$ cat config.mk
export PLATFORM = sky130hd
export DESIGN_NAME = instr_capture_unit
export DESIGN_NICKNAME = d
export VERILOG_FILES = /design/src/rtl/mips_pkg.sv /design/src/rtl/imm_extender.sv /design/src/rtl/instr_capture_unit.sv
export SDC_FILE = /design/constraint.sdc
export NUM_CORES = 1
export LEC_CHECK = 0
export ABC_CLOCK_PERIOD_IN_PS = 2100
export CORE_MARGIN = 4
export CORE_UTILIZATION = 25
export CTS_BUF_LIST = sky130_fd_sc_hd__clkbuf_8
export DETAILED_ROUTE_END_ITERATION = 16
export DONT_BUFFER_PORTS = 1
export PLACE_DENSITY_LB_ADDON = 0.1
export SLEW_MARGIN = 10
export SYNTH_ARGS = -nofsm -noshare
export SYNTH_HDL_FRONTEND = slang
export SYNTH_HIERARCHICAL = 1
export SYNTH_SLANG_ARGS = --single-unit
$ cat constraint.sdc
create_clock -name clk -period 2.1 [get_ports clk]
set_input_delay 0.315 -clock clk [delete_from_list [all_inputs] [get_ports clk]]
set_output_delay 0.315 -clock clk [all_outputs]
set_load 0.01 [all_outputs]
$ cat src/rtl/mips_pkg.sv
// Shared definitions for the MIPS multi-cycle datapath.
//   - Fetch FSM state encoding
//   - I-type opcodes whose immediate is not sign-extended
//   - Instruction field bit positions
package mips_pkg;

    typedef enum logic [1:0] {
        ST_IDLE = 2'd0,
        ST_WAIT = 2'd1,
        ST_HOLD = 2'd2
    } fetch_state_e;

    localparam logic [5:0] OP_ANDI = 6'h0C;
    localparam logic [5:0] OP_ORI  = 6'h0D;
    localparam logic [5:0] OP_XORI = 6'h0E;
    localparam logic [5:0] OP_LUI  = 6'h0F;

    localparam int OPCODE_LSB = 26;
    localparam int RS_LSB     = 21;
    localparam int RT_LSB     = 16;
    localparam int RD_LSB     = 11;
    localparam int SHAMT_LSB  = 6;
    localparam int FUNCT_LSB  = 0;
    localparam int IMM_W      = 16;

endpackage

$ cat src/rtl/imm_extender.sv
// Combinational immediate extender.
//   word     in  32  instruction word
//   imm_ext  out 32  immediate extended according to the word's opcode:
//                    logical ops zero-extend, LUI moves to the upper half,
//                    everything else sign-extends.
import mips_pkg::*;

module imm_extender (
    input  logic [31:0] word,
    output logic [31:0] imm_ext
);

    logic [5:0]       op;
    logic [IMM_W-1:0] imm16;

    assign op    = word[OPCODE_LSB +: 6];
    assign imm16 = word[IMM_W-1:0];

    always_comb begin
        imm_ext = {{(32-IMM_W){imm16[IMM_W-1]}}, imm16};
        case (op)
            OP_ANDI, OP_ORI, OP_XORI: imm_ext = {{(32-IMM_W){1'b0}}, imm16};
            OP_LUI:                   imm_ext = {imm16, {(32-IMM_W){1'b0}}};
            default:                  ;
        endcase
    end

endmodule

$ cat src/rtl/instr_capture_unit.sv
// Instruction-fetch capture stage.
// Issues a read to instruction memory on fetch_req, waits (bounded by
// TIMEOUT cycles) for mem_ack, then latches the word into the IR together
// with its fetch address and registered extended immediate.
//   clk, rst_n            clock / async active-low reset
//   fetch_req, pc_in      fetch request pulse and address
//   flush                 abort outstanding fetch, invalidate IR
//   mem_rd, mem_addr      read strobe and address to instruction memory
//   mem_ack, mem_rdata    memory acknowledge and returned word
//   ir_valid, ir, ir_pc   instruction register and its fetch address
//   opcode..target        decoded field slices of ir
//   imm_ext               registered extended immediate of ir
//   busy                  fetch outstanding
//   fetch_err             sticky timeout flag
import mips_pkg::*;

module instr_capture_unit #(
    parameter int TIMEOUT = 16
) (
    input  logic        clk,
    input  logic        rst_n,
    input  logic        fetch_req,
    input  logic [31:0] pc_in,
    input  logic        flush,
    output logic        mem_rd,
    output logic [31:0] mem_addr,
    input  logic        mem_ack,
    input  logic [31:0] mem_rdata,
    output logic        ir_valid,
    output logic [31:0] ir,
    output logic [31:0] ir_pc,
    output logic [5:0]  opcode,
    output logic [4:0]  rs,
    output logic [4:0]  rt,
    output logic [4:0]  rd,
    output logic [4:0]  shamt,
    output logic [5:0]  funct,
    output logic [25:0] target,
    output logic [31:0] imm_ext,
    output logic        busy,
    output logic        fetch_err
);

    localparam logic [15:0] CNT_LOAD = 16'(TIMEOUT - 1);

    fetch_state_e state, state_next;
    logic [15:0]  cnt;
    logic [31:0]  imm_next;
    logic         accept;
    logic         capture;
    logic         expire;

    imm_extender u_imm_extender (
        .word    (mem_rdata),
        .imm_ext (imm_next)
    );

    // flush outranks both a same-cycle ack and a new request
    assign accept  = fetch_req && !flush && (state != ST_WAIT);
    assign capture = (state == ST_WAIT) && mem_ack && !flush;
    assign expire  = (state == ST_WAIT) && !mem_ack && !flush && (cnt == 16'd0);

    // ---- state register ----
    always_ff @(posedge clk or negedge rst_n) begin
        if (!rst_n) state <= ST_IDLE;
        else        state <= state_next;
    end

    // ---- next-state logic ----
    always_comb begin
        state_next = state;
        if (flush) begin
            state_next = ST_IDLE;
        end else begin
            case (state)
                ST_IDLE, ST_HOLD: if (fetch_req) state_next = ST_WAIT;
                ST_WAIT: begin
                    if (mem_ack)             state_next = ST_HOLD;
                    else if (cnt == 16'd0)   state_next = ST_IDLE;
                end
                default: state_next = ST_IDLE;
            endcase
        end
    end

    // ---- state-decoded outputs ----
    always_comb begin
        mem_rd = (state == ST_WAIT);
        busy   = (state == ST_WAIT);
    end

    // ---- fetch bookkeeping and instruction register ----
    always_ff @(posedge clk or negedge rst_n) begin
        if (!rst_n) begin
            mem_addr  <= '0;
            cnt       <= '0;
            ir        <= '0;
            ir_pc     <= '0;
            imm_ext   <= '0;
            ir_valid  <= 1'b0;
            fetch_err <= 1'b0;
        end else begin
            if (accept) begin
                mem_addr  <= pc_in;
                cnt       <= CNT_LOAD;
                fetch_err <= 1'b0;
            end else if (state == ST_WAIT && cnt != 16'd0) begin
                // saturates at zero; only reloaded on acceptance
                cnt <= cnt - 16'd1;
            end

            if (capture) begin
                ir      <= mem_rdata;
                ir_pc   <= mem_addr;
                imm_ext <= imm_next;
            end

            if (flush || accept) ir_valid <= 1'b0;
            else if (capture)    ir_valid <= 1'b1;

            if (expire) fetch_err <= 1'b1;
        end
    end

    // ---- decoded field slices ----
    assign opcode = ir[OPCODE_LSB +: 6];
    assign rs     = ir[RS_LSB +: 5];
    assign rt     = ir[RT_LSB +: 5];
    assign rd     = ir[RD_LSB +: 5];
    assign shamt  = ir[SHAMT_LSB +: 5];
    assign funct  = ir[FUNCT_LSB +: 6];
    assign target = ir[25:0];

endmodule

==> results of run 1 <==
==> cell type report <==
class                   instances  share of cell area
well taps                     341              0.0542
inverters                       4             0.00238
multi-input cells             333               0.320
clock inverters                14              0.0173
clock buffers                  18              0.0314
repair buffers                 78               0.104
flip-flops and latches        148               0.470
==> sequential cells by signal (all words and copies together), names as in the netlist <==
register,cells
cnt,16
fetch_err,1
imm_ext,32
ir,32
ir_pc,32
ir_valid,1
mem_addr,32
state,2
==> synthesized netlist by cell type (2+ instances only) <==
cell type | n | area share
nand2_1 | 105 | 0.058
nand4_1 | 2 | 0.0018
inv_1 | 4 | 0.0022
a21boi_0 | 18 | 0.020
a21oi_1 | 7 | 0.0051
nor4b_1 | 2 | 0.0026
nor3b_1 | 2 | 0.0022
mux2_4 | 10 | 0.022
o31ai_1 | 2 | 0.0022
clkbuf_1 | 11 | 0.0060
o21ai_0 | 5 | 0.0037
nor2_1 | 12 | 0.0066
nand3_1 | 9 | 0.0066
o21a_1 | 3 | 0.0033
and3_1 | 15 | 0.014
or3_1 | 4 | 0.0037
nor3_1 | 2 | 0.0015
buf_6 | 2 | 0.0033
buf_4 | 65 | 0.071
nand2b_1 | 5 | 0.0046
mux2_2 | 98 | 0.16
nor4_1 | 6 | 0.0055
mux2_1 | 3 | 0.0049
or4_1 | 2 | 0.0022
dfrtp_1 | 148 | 0.54
mux2i_1 | 8 | 0.012
buf_2 | 9 | 0.0066
==> what timing repair did <==
action / CTS / global route
endpoints found under the setup margin: 0 / 2
buffers inserted: 0 / 3
hold endpoints to repair: 215 / 148
gates resized for setup: 0 / 1
==> logic make-up after synthesis <==
kind of cell,share of synthesized area
buffers and inverters,0.0931
flip-flops,0.542
adder cells (fa/ha/maj),0.00183
multiplexers,0.200
AO/OA/AOI/OAI,0.0366
AND/OR/NAND/NOR,0.126
==> power by group <==
part	total, mW	internal [mW]	switching (mW)
sequential	4.68	3.52	1.16
clock	2.23	0.911	1.32
combinational	0.944	0.625	0.319
==> critical path, stage by stage, from the launching register on <==
cell     delay (ns)
dfrtp_1        0.41
inv_1          0.08
ha_1           0.17
nor3b_4        0.31
nand3_2        0.19
or4_1          0.54
a21oi_1        0.15
==> how the worst max path moves through the flow <==
stage                  start      end  slack (ns)  cells past startpoint
floorplan             cnt[0]  cnt[12]        0.38                      6
global placement      cnt[0]  cnt[14]        0.25                      6
detailed placement    cnt[0]  cnt[14]        0.18                      6
CTS                 state[1]   mem_rd        0.01                      3
global route          cnt[0]  cnt[12]        0.05                      6
finish                cnt[0]  cnt[14]        0.18                      6
==> per-layer routing <==
layer	global-route usage	share of wire	vias to the layer above
met5	0	0	-
met4	0.0303	0.011	0
met3	0.0451	0.081	14
met2	0.179	0.46	179
met1	0.158	0.45	2171
li1	-	-	1920
==> stage by stage <==
stage | total power, mW | util
2_1_floorplan | 5.66 | -
3_3_place_gp | 5.58 | 0.253
3_5_place_dp | 5.61 | 0.253
4_1_cts | 8.03 | 0.291
5_1_grt | 8.35 | 0.292
6_report | 7.85 | 0.292
==> impl_metrics.py, run 1 <==
metrics = {
    "run_status": {
        "outcome": "complete, but fails checks",
        "failed_checks": "negative hold slack",
    },
    "critical_path": {
        "startpoint_type": "flip-flop",
        "end_kind": "flip-flop",
        "r2r_slack_ns": 0.18,
        "ff2ff_path_depth": 6,
        "rr_startpoint": "cnt[0]",
        "cp.required_ns": 2.47,
        "critPathArrivalTime_ns": 2.29,
        "r2r_end": "cnt[14]",
        "critPathKind": "reg2reg",
        "critPathMaxFanout": 6,
    },
    "sta": {
        "tns_ns": 0,
        "timing.slew.headroom": 0.650,
        "post-route-min-period_ns": 1.92,
        "holdWs_ns": -0.451,
        "hold_viol": 148,
        "report.final.setup_viol": 0,
        "fin_crit_sh": 0.913,
        "worst_slew_pin_slew_ns": 0.524,
        "worst_slack_ns": 0.183,
        "finalClockSkew_ns": 0.0163,
        "fmax_mhz": 522,
        "rsz0062_at_grt": "false",
        "finalMaxSlewViolations": 0,
    },
    "clock_network": {
        "clk_latency_ns": 0.45,
        "hold_buffers": 65,
        "cts.htree.levels": 4,
        "cts_tree": "yes",
        "clock-root-buffer": "clkbuf_8",
        "cts_sinks": 148,
        "clk_pin_slew_ns": 0.11,
        "numCtsBuffers": 17,
        "cts_buffer_depth": 2,
    },
    "floorplanning": {
        "die_w_um": 173,
        "io_pins": 259,
        "num_rows": 60,
        "start_util": 0.253,
        "coreArea_mm2": 0.0270,
        "die_h_um": 173,
        "die_area_mm2": 0.0300,
    },
    "yosys": {
        "ys_ff_latch": 148,
        "synth_area_per_cell_um2": 11.9,
        "postSynth.asyncResetShare": 1.00,
        "syn_area_mm2": 0.00683,
        "synth_cell_types": 42,
        "synth_nets": 644,
        "synth_edf_count": 0,
        "dominantRegCellSynth": "dfrtp_1",
        "ys_seq_area_frac": 0.542,
        "yosys_warnings": 6,
        "syn_inst": 574,
    },
    "layout": {
        "syn_to_final_growth_pct": 15.4,
        "fin_nets": 652,
        "final_cells": 936,
        "drive_gt1_frac": 0.272,
        "fillers": 2709,
        "antenna_cells": 0,
        "final_area_mm2": 0.00788,
        "most-common-layout-cells": "dfrtp_1 (148), nand2_1 (105), mux2_2 (98)",
        "mostFrequentLayoutCell": "dfrtp_1",
        "multi_input_area_mm2": 0.00252,
        "seq_area_mm2": 0.00370,
    },
    "global_route": {
        "antenna_found_initial": 0,
        "grt_max_degree": 149,
        "grt_pass1_vias": 4610,
        "grt-ovfl-total": 0,
        "grt_pass1_wl_um": 28200,
        "grt_use_total": 0.118,
    },
    "detailed_routing": {
        "wire_per_inst_um": 18.9,
        "drt-initial-drc-count": 145,
        "num_vias": 4284,
        "dr.pass1.iters": 4,
        "via_per_inst": 4.58,
        "wl_um": 17700,
        "ant_nets": 0,
        "drc": 0,
    },
    "run": {
        "drv_cap": 0,
    },
    "min_path": {
        "hold_class": "in2async",
    },
    "placement": {
        "dpl.cell_count": 836,
        "pre_cts_slack_ns": 0.183,
        "portBuffers": 0,
        "place_congestion": 0.689,
        "placed_area_mm2": 0.00682,
        "dp_hpwl_um": 11200,
    },
    "pwr": {
        "peakVddDrop_mv": 0.348,
        "power_density_mw_per_mm2": 996,
        "leakage_nw": 3.51,
    },
}
Power figures use the tool's default switching activity.
==> run 2, diff against run 1 <==
--- a/config.mk
+++ b/config.mk
@@ -7,10 +7,11 @@
 export LEC_CHECK = 0
 export ABC_CLOCK_PERIOD_IN_PS = 2100
 export CORE_MARGIN = 4
-export CORE_UTILIZATION = 25
+export CORE_UTILIZATION = 55
 export CTS_BUF_LIST = sky130_fd_sc_hd__clkbuf_8
 export DETAILED_ROUTE_END_ITERATION = 16
 export DONT_BUFFER_PORTS = 1
+export GPL_TIMING_DRIVEN = 0
 export PLACE_DENSITY_LB_ADDON = 0.1
 export SLEW_MARGIN = 10
 export SYNTH_ARGS = -nofsm -noshare
==> run 2 against run 1 <==
Effect of this change:
- non-clock buffer count is 78 higher
- largest power group unchanged
- final cell count shrank 10%
- maximum frequency down 1.1%
- count of clock-buffer cells in the layout decreased by 1
- sequential power decreased by 4%
- clock power is 11% higher
- worst setup slack got worse by 0.022 ns
- largest cell class unchanged
- global-route usage grew 11 points
- critical endpoint is now ir[1]
- flip-flop and latch count did not move
- the flow still finishes with violations (negative hold slack)
==> impl_metrics.py, run 2 (same netlist as run 1, synthesis figures left out) <==
metrics = {
    "clock_network": {
        "numCtsBuffers": 17,
        "cts_tree": "yes",
        "cts_sinks": 148,
        "cts.htree.levels": 4,
        "clk_latency_ns": 0.45,
        "clk_pin_slew_ns": 0.08,
        "clock-root-buffer": "clkbuf_8",
        "cts_buffer_depth": 2,
    },
    "sta": {
        "timing.slew.headroom": 0.630,
        "finalClockSkew_ns": 0.00673,
        "fmax_mhz": 516,
        "holdWs_ns": -0.443,
        "hold_viol": 148,
        "worst_slew_pin_slew_ns": 0.555,
        "finalMaxSlewViolations": 0,
        "rsz0062_at_grt": "false",
        "worst_slack_ns": 0.161,
        "report.final.setup_viol": 0,
        "post-route-min-period_ns": 1.94,
        "fin_crit_sh": 0.923,
    },
    "global_route": {
        "grt_max_degree": 149,
        "antenna_found_initial": 0,
        "grt_pass1_vias": 4658,
        "grt_pass1_wl_um": 25400,
        "grt-ovfl-total": 0,
        "grt_use_total": 0.227,
    },
    "layout": {
        "mostFrequentLayoutCell": "dfrtp_1",
        "fin_nets": 730,
        "final_cells": 841,
        "fin_util": 0.677,
        "drive_gt1_frac": 0.334,
        "most-common-layout-cells": "dfrtp_1 (148), nand2_1 (105), mux2_2 (98)",
        "multi_input_area_mm2": 0.00250,
        "antenna_cells": 0,
        "fillers": 931,
        "seq_area_mm2": 0.00370,
        "syn_to_final_growth_pct": 19.5,
    },
    "floorplanning": {
        "start_util": 0.566,
        "num_rows": 40,
        "io_pins": 259,
        "coreArea_mm2": 0.0121,
        "die_h_um": 119,
        "die_w_um": 119,
        "die_area_mm2": 0.0143,
    },
    "detailed_routing": {
        "dr.pass1.iters": 4,
        "wl_um": 16100,
        "wire_per_inst_um": 19.1,
        "drt-initial-drc-count": 212,
        "ant_nets": 0,
        "via_per_inst": 5.31,
        "drc": 0,
        "num_vias": 4462,
    },
    "pwr": {
        "p_comb_frac": 0.186,
        "p_sw_mw": 2.64,
        "peakVddDrop_mv": 0.561,
        "leakage_nw": 3.85,
        "clkPwrFrac": 0.289,
        "p_int_mw": 5.91,
        "power_density_mw_per_mm2": 1050,
        "finalPower_mw": 8.55,
        "switching_share": 0.309,
        "seqPwrFrac": 0.525,
    },
    "critical_path": {
        "critPathKind": "reg2reg",
        "critPathMaxStageDelay_ns": 0.41,
        "end_kind": "flip-flop",
        "cp.required_ns": 2.43,
        "critPathArrivalTime_ns": 2.27,
        "cpMaxStageDelayCell": "dfrtp_1",
        "critPathMaxFanout": 10,
        "startpoint_type": "flip-flop",
        "cp_top_family": "buffers and inverters",
        "cp_cell_sequence": "nand2b_4, nor3b_4, buf_2, buf_4, mux2_2",
        "critPathBufInv": 2,
    },
    "run": {
        "drv_cap": 0,
    },
    "placement": {
        "pre_cts_slack_ns": -0.146,
        "dp_hpwl_um": 11200,
        "dpl.cell_count": 742,
        "portBuffers": 0,
        "place_congestion": 0.749,
    },
    "run_status": {
        "failed_checks": "negative hold slack",
        "outcome": "complete, but fails checks",
    },
    "min_path": {
        "hold_class": "in2async",
    },
}
==> run 2: cell types whose count changed in the layout (fill, tap and decap cells not counted), sizes merged <==
cell	delta
clkinvlp	+3
clkbuf	+11
buf	+66
bufinv	+5
inv	-7
==> run 2: routing by layer <==
metal  share of wire  vias to the layer above  global-route usage
met5               0                        -                   0
li1                -                     2067                   -
met2            0.51                      191               0.384
met3           0.088                       18              0.0964
met4           0.015                        0              0.0730
met1            0.39                     2186               0.262
==> run 2: stage by stage <==
step | TNS (ns) | instance area (um2) | hold slack, ns
2_1_floorplan | 0 | 6830 | 0.0194
3_3_place_gp | -3.36 | 7040 | 0.0249
3_5_place_dp | -4.89 | 7040 | 0.0247
4_1_cts | 0 | 8090 | -0.473
5_1_grt | 0 | 8160 | -0.488
6_report | 0 | 8160 | -0.443
==> run 2: area by class of cell <==
class                      count  share of cell area
buffer                        89              0.0762
tap                          168              0.0258
sequential                   148               0.454
timing repair buffer          67              0.0816
clock buffer                  17              0.0287
clock inverter                15              0.0261
inverter                       4             0.00184
multi-input combinational    333               0.306
==> run 2: power groups by stage <==
stage / clock [mW] / combinational [mW] / sequential (mW)
final: 2.47 / 1.59 / 4.49
after global routing: 2.66 / 1.75 / 4.59
after CTS: 2.53 / 1.60 / 4.50
after detailed placement: 0 / 1.50 / 4.55
after global placement: 0 / 1.46 / 4.53
after floorplan: 0 / 1.35 / 4.31
==> run 2: worst paths after layout <==
path	start	slack, ns	cells past startpoint	to
min in group clk	fetch_req	0.04	3	ir_valid
worst min register to register	cnt[5]	0.56	1	cnt[5]
worst max-delay path	state[1]	0.16	5	ir[1]
worst min-delay path	rst_n	-0.44	0	ir[16]
max in group asynchronous	rst_n	2.29	0	imm_ext[0]
worst max register to register	state[1]	0.16	5	ir[1]
==> run 2: worst register-to-register path, delay by kind of cell, from the launching register on <==
kind | cells | cell delay [ns]
buffers and inverters | 2 | 0.56
DFF | 1 | 0.41
muxes | 1 | 0.35
and+or+nand+nor | 2 | 0.51
==> run 2: repair_timing <==
action,CTS,global route
hold endpoints to repair,210,153
hold buffers,60,5
endpoints found under the setup margin,40,42
pin swaps,0,1
resized for setup,1,1
buffers inserted,0,2
==> run 3, diff against run 2 <==
--- a/config.mk
+++ b/config.mk
@@ -11,7 +11,7 @@
 export CTS_BUF_LIST = sky130_fd_sc_hd__clkbuf_8
 export DETAILED_ROUTE_END_ITERATION = 16
 export DONT_BUFFER_PORTS = 1
-export GPL_TIMING_DRIVEN = 0
+export GPL_TIMING_DRIVEN = 1
 export PLACE_DENSITY_LB_ADDON = 0.1
 export SLEW_MARGIN = 10
 export SYNTH_ARGS = -nofsm -noshare
==> run 3 against run 2 <==
Effect of this change:
- the flow still finishes with violations (negative hold slack)
- global-route usage is 0.91 points lower
- non-clock buffer count down 84
- clock skew is 0.0023 ns lower
- power down 6.6%
- largest cell class unchanged
- register-to-register slack better by 0.02 ns
- final area decreased by 6.5%
- via count shrank 4.4%
==> impl_metrics.py, run 3 (same netlist as run 1, synthesis figures left out) <==
metrics = {
    "run": {
        "drv_cap": 0,
    },
    "detailed_routing": {
        "drt-initial-drc-count": 285,
        "via_per_inst": 5.64,
        "num_vias": 4264,
        "dr.pass1.iters": 4,
        "ant_nets": 0,
        "wl_um": 15200,
        "wire_per_inst_um": 20.1,
        "drc": 0,
    },
    "clock_network": {
        "clk_latency_ns": 0.44,
        "post_cts_buffers": 0,
        "cts_resized": 0,
        "cts_sinks": 148,
        "clk_pin_slew_ns": 0.07,
        "hold_buffers": 65,
        "numCtsBuffers": 17,
        "cts_buffer_depth": 2,
        "cts_tree": "yes",
        "cts.htree.levels": 4,
        "clock-root-buffer": "clkbuf_8",
    },
    "critical_path": {
        "r2r_end": "cnt[14]",
        "critPathMaxStageDelay_ns": 0.53,
        "rr_startpoint": "cnt[0]",
        "critPathArrivalTime_ns": 2.28,
        "cp_top_family": "simple AND/OR/NAND/NOR gates",
        "end_kind": "flip-flop",
        "startpoint_type": "flip-flop",
        "r2r_slack_ns": 0.18,
        "critPathMaxFanout": 6,
        "cpMaxStageDelayCell": "or4_1",
        "cp_cell_sequence": "inv_1, ha_1, nor3b_4, nand3_2, or4_1, a21oi_1",
        "cp.required_ns": 2.46,
        "critPathKind": "reg2reg",
        "critPathBufInv": 1,
        "ff2ff_path_depth": 6,
    },
    "layout": {
        "fin_nets": 646,
        "fillers": 921,
        "drive_gt1_frac": 0.257,
        "most-common-layout-cells": "dfrtp_1 (148), nand2_1 (105), mux2_2 (98)",
        "antenna_cells": 0,
        "syn_to_final_growth_pct": 11.7,
        "mostFrequentLayoutCell": "dfrtp_1",
        "fin_util": 0.633,
    },
    "sta": {
        "report.final.setup_viol": 0,
        "holdWs_ns": -0.430,
        "finalMaxSlewViolations": 0,
        "fin_crit_sh": 0.914,
        "fmax_mhz": 521,
        "post-route-min-period_ns": 1.92,
        "tns_ns": 0,
        "finalClockSkew_ns": 0.00443,
        "worst_slew_pin_slew_ns": 0.795,
        "hold_viol": 148,
        "timing.slew.headroom": 0.470,
        "rsz0062_at_grt": "false",
    },
    "run_status": {
        "failed_checks": "negative hold slack",
        "outcome": "complete, but fails checks",
    },
    "global_route": {
        "antenna_found_initial": 0,
        "grt-ovfl-total": 0,
        "grt_use_total": 0.218,
        "grt_pass1_vias": 4558,
        "grt_max_degree": 149,
        "grt_pass1_wl_um": 24500,
    },
    "pwr": {
        "peakVddDrop_mv": 0.676,
        "leakage_nw": 3.51,
        "power_density_mw_per_mm2": 1050,
    },
    "floorplanning": {
        "die_area_mm2": 0.0143,
        "die_h_um": 119,
        "die_w_um": 119,
        "start_util": 0.566,
        "num_rows": 40,
        "io_pins": 259,
        "coreArea_mm2": 0.0121,
    },
    "placement": {
        "place_congestion": 0.761,
        "dp_hpwl_um": 9620,
        "portBuffers": 0,
    },
    "min_path": {
        "hold_class": "in2async",
    },
}
## run 3: worst register-to-register path: stages (launching register included)
cell and delay [ns]:
dfrtp_1 0.41, inv_1 0.08, ha_1 0.17, nor3b_4 0.30
nand3_2 0.19, or4_1 0.53, a21oi_1 0.16
## run 3: layer usage
| layer | vias up | global-route usage | wire (um) |
|---|---|---|---|
| met5 | - | 0 | 0 |
| met4 | 0 | 0.0830 | 221 |
| met3 | 20 | 0.0821 | 1270 |
| met2 | 198 | 0.381 | 8030 |
| met1 | 2144 | 0.242 | 5670 |
| li1 | 1902 | - | - |
## run 3: power breakdown
part / total, mW / leakage [nW] / switching (mW) / internal (mW)
sequential: 4.67 / 1.83 / 1.14 / 3.52
combinational: 0.934 / 1.45 / 0.317 / 0.617
clock: 2.39 / 0.227 / 1.02 / 1.37
total: 7.99 / 3.51 / 2.48 / 5.51
## run 3: how the worst max path moves through the flow
| stage | from | endpoint | slack, ns | cells past startpoint |
|---|---|---|---|---|
| 3_3_place_gp | cnt[0] | cnt[14] | 0.29 | 6 |
| 4_1_cts | state[1] | mem_rd | 0.16 | 3 |
| 5_1_grt | cnt[0] | cnt[7] | 0.08 | 6 |
| 2_1_floorplan | cnt[0] | cnt[12] | 0.38 | 6 |
| 3_5_place_dp | cnt[0] | cnt[12] | 0.22 | 6 |
| 6_report | cnt[0] | cnt[14] | 0.18 | 6 |
## run 3: metrics by stage
stage / cell area (um2) / total power, mW / hold slack, ns / cells / setup WS, ns
after floorplan: 6830 / 5.66 / 0.0194 / 574 / 0.377
after global placement: 6550 / 5.51 / 0.0243 / 660 / 0.291
after detailed placement: 6550 / 5.58 / 0.0245 / 660 / 0.218
after CTS: 7630 / 8.07 / -0.473 / 756 / 0.157
after global routing: 7630 / 8.40 / -0.477 / 756 / 0.0822
final: 7630 / 7.99 / -0.430 / 756 / 0.181
## run 3: layout make-up
class / count / area (um2) / area share
Timing Repair Buffer: 72 / 753 / 0.0987
Clock inverter: 11 / 159 / 0.0208
Inverter: 4 / 15.0 / 0.00197
Clock buffer: 20 / 275 / 0.0361
Sequential cell: 148 / 3700 / 0.485
Multi-Input combinational cell: 333 / 2510 / 0.330
Tap cell: 168 / 210 / 0.0275
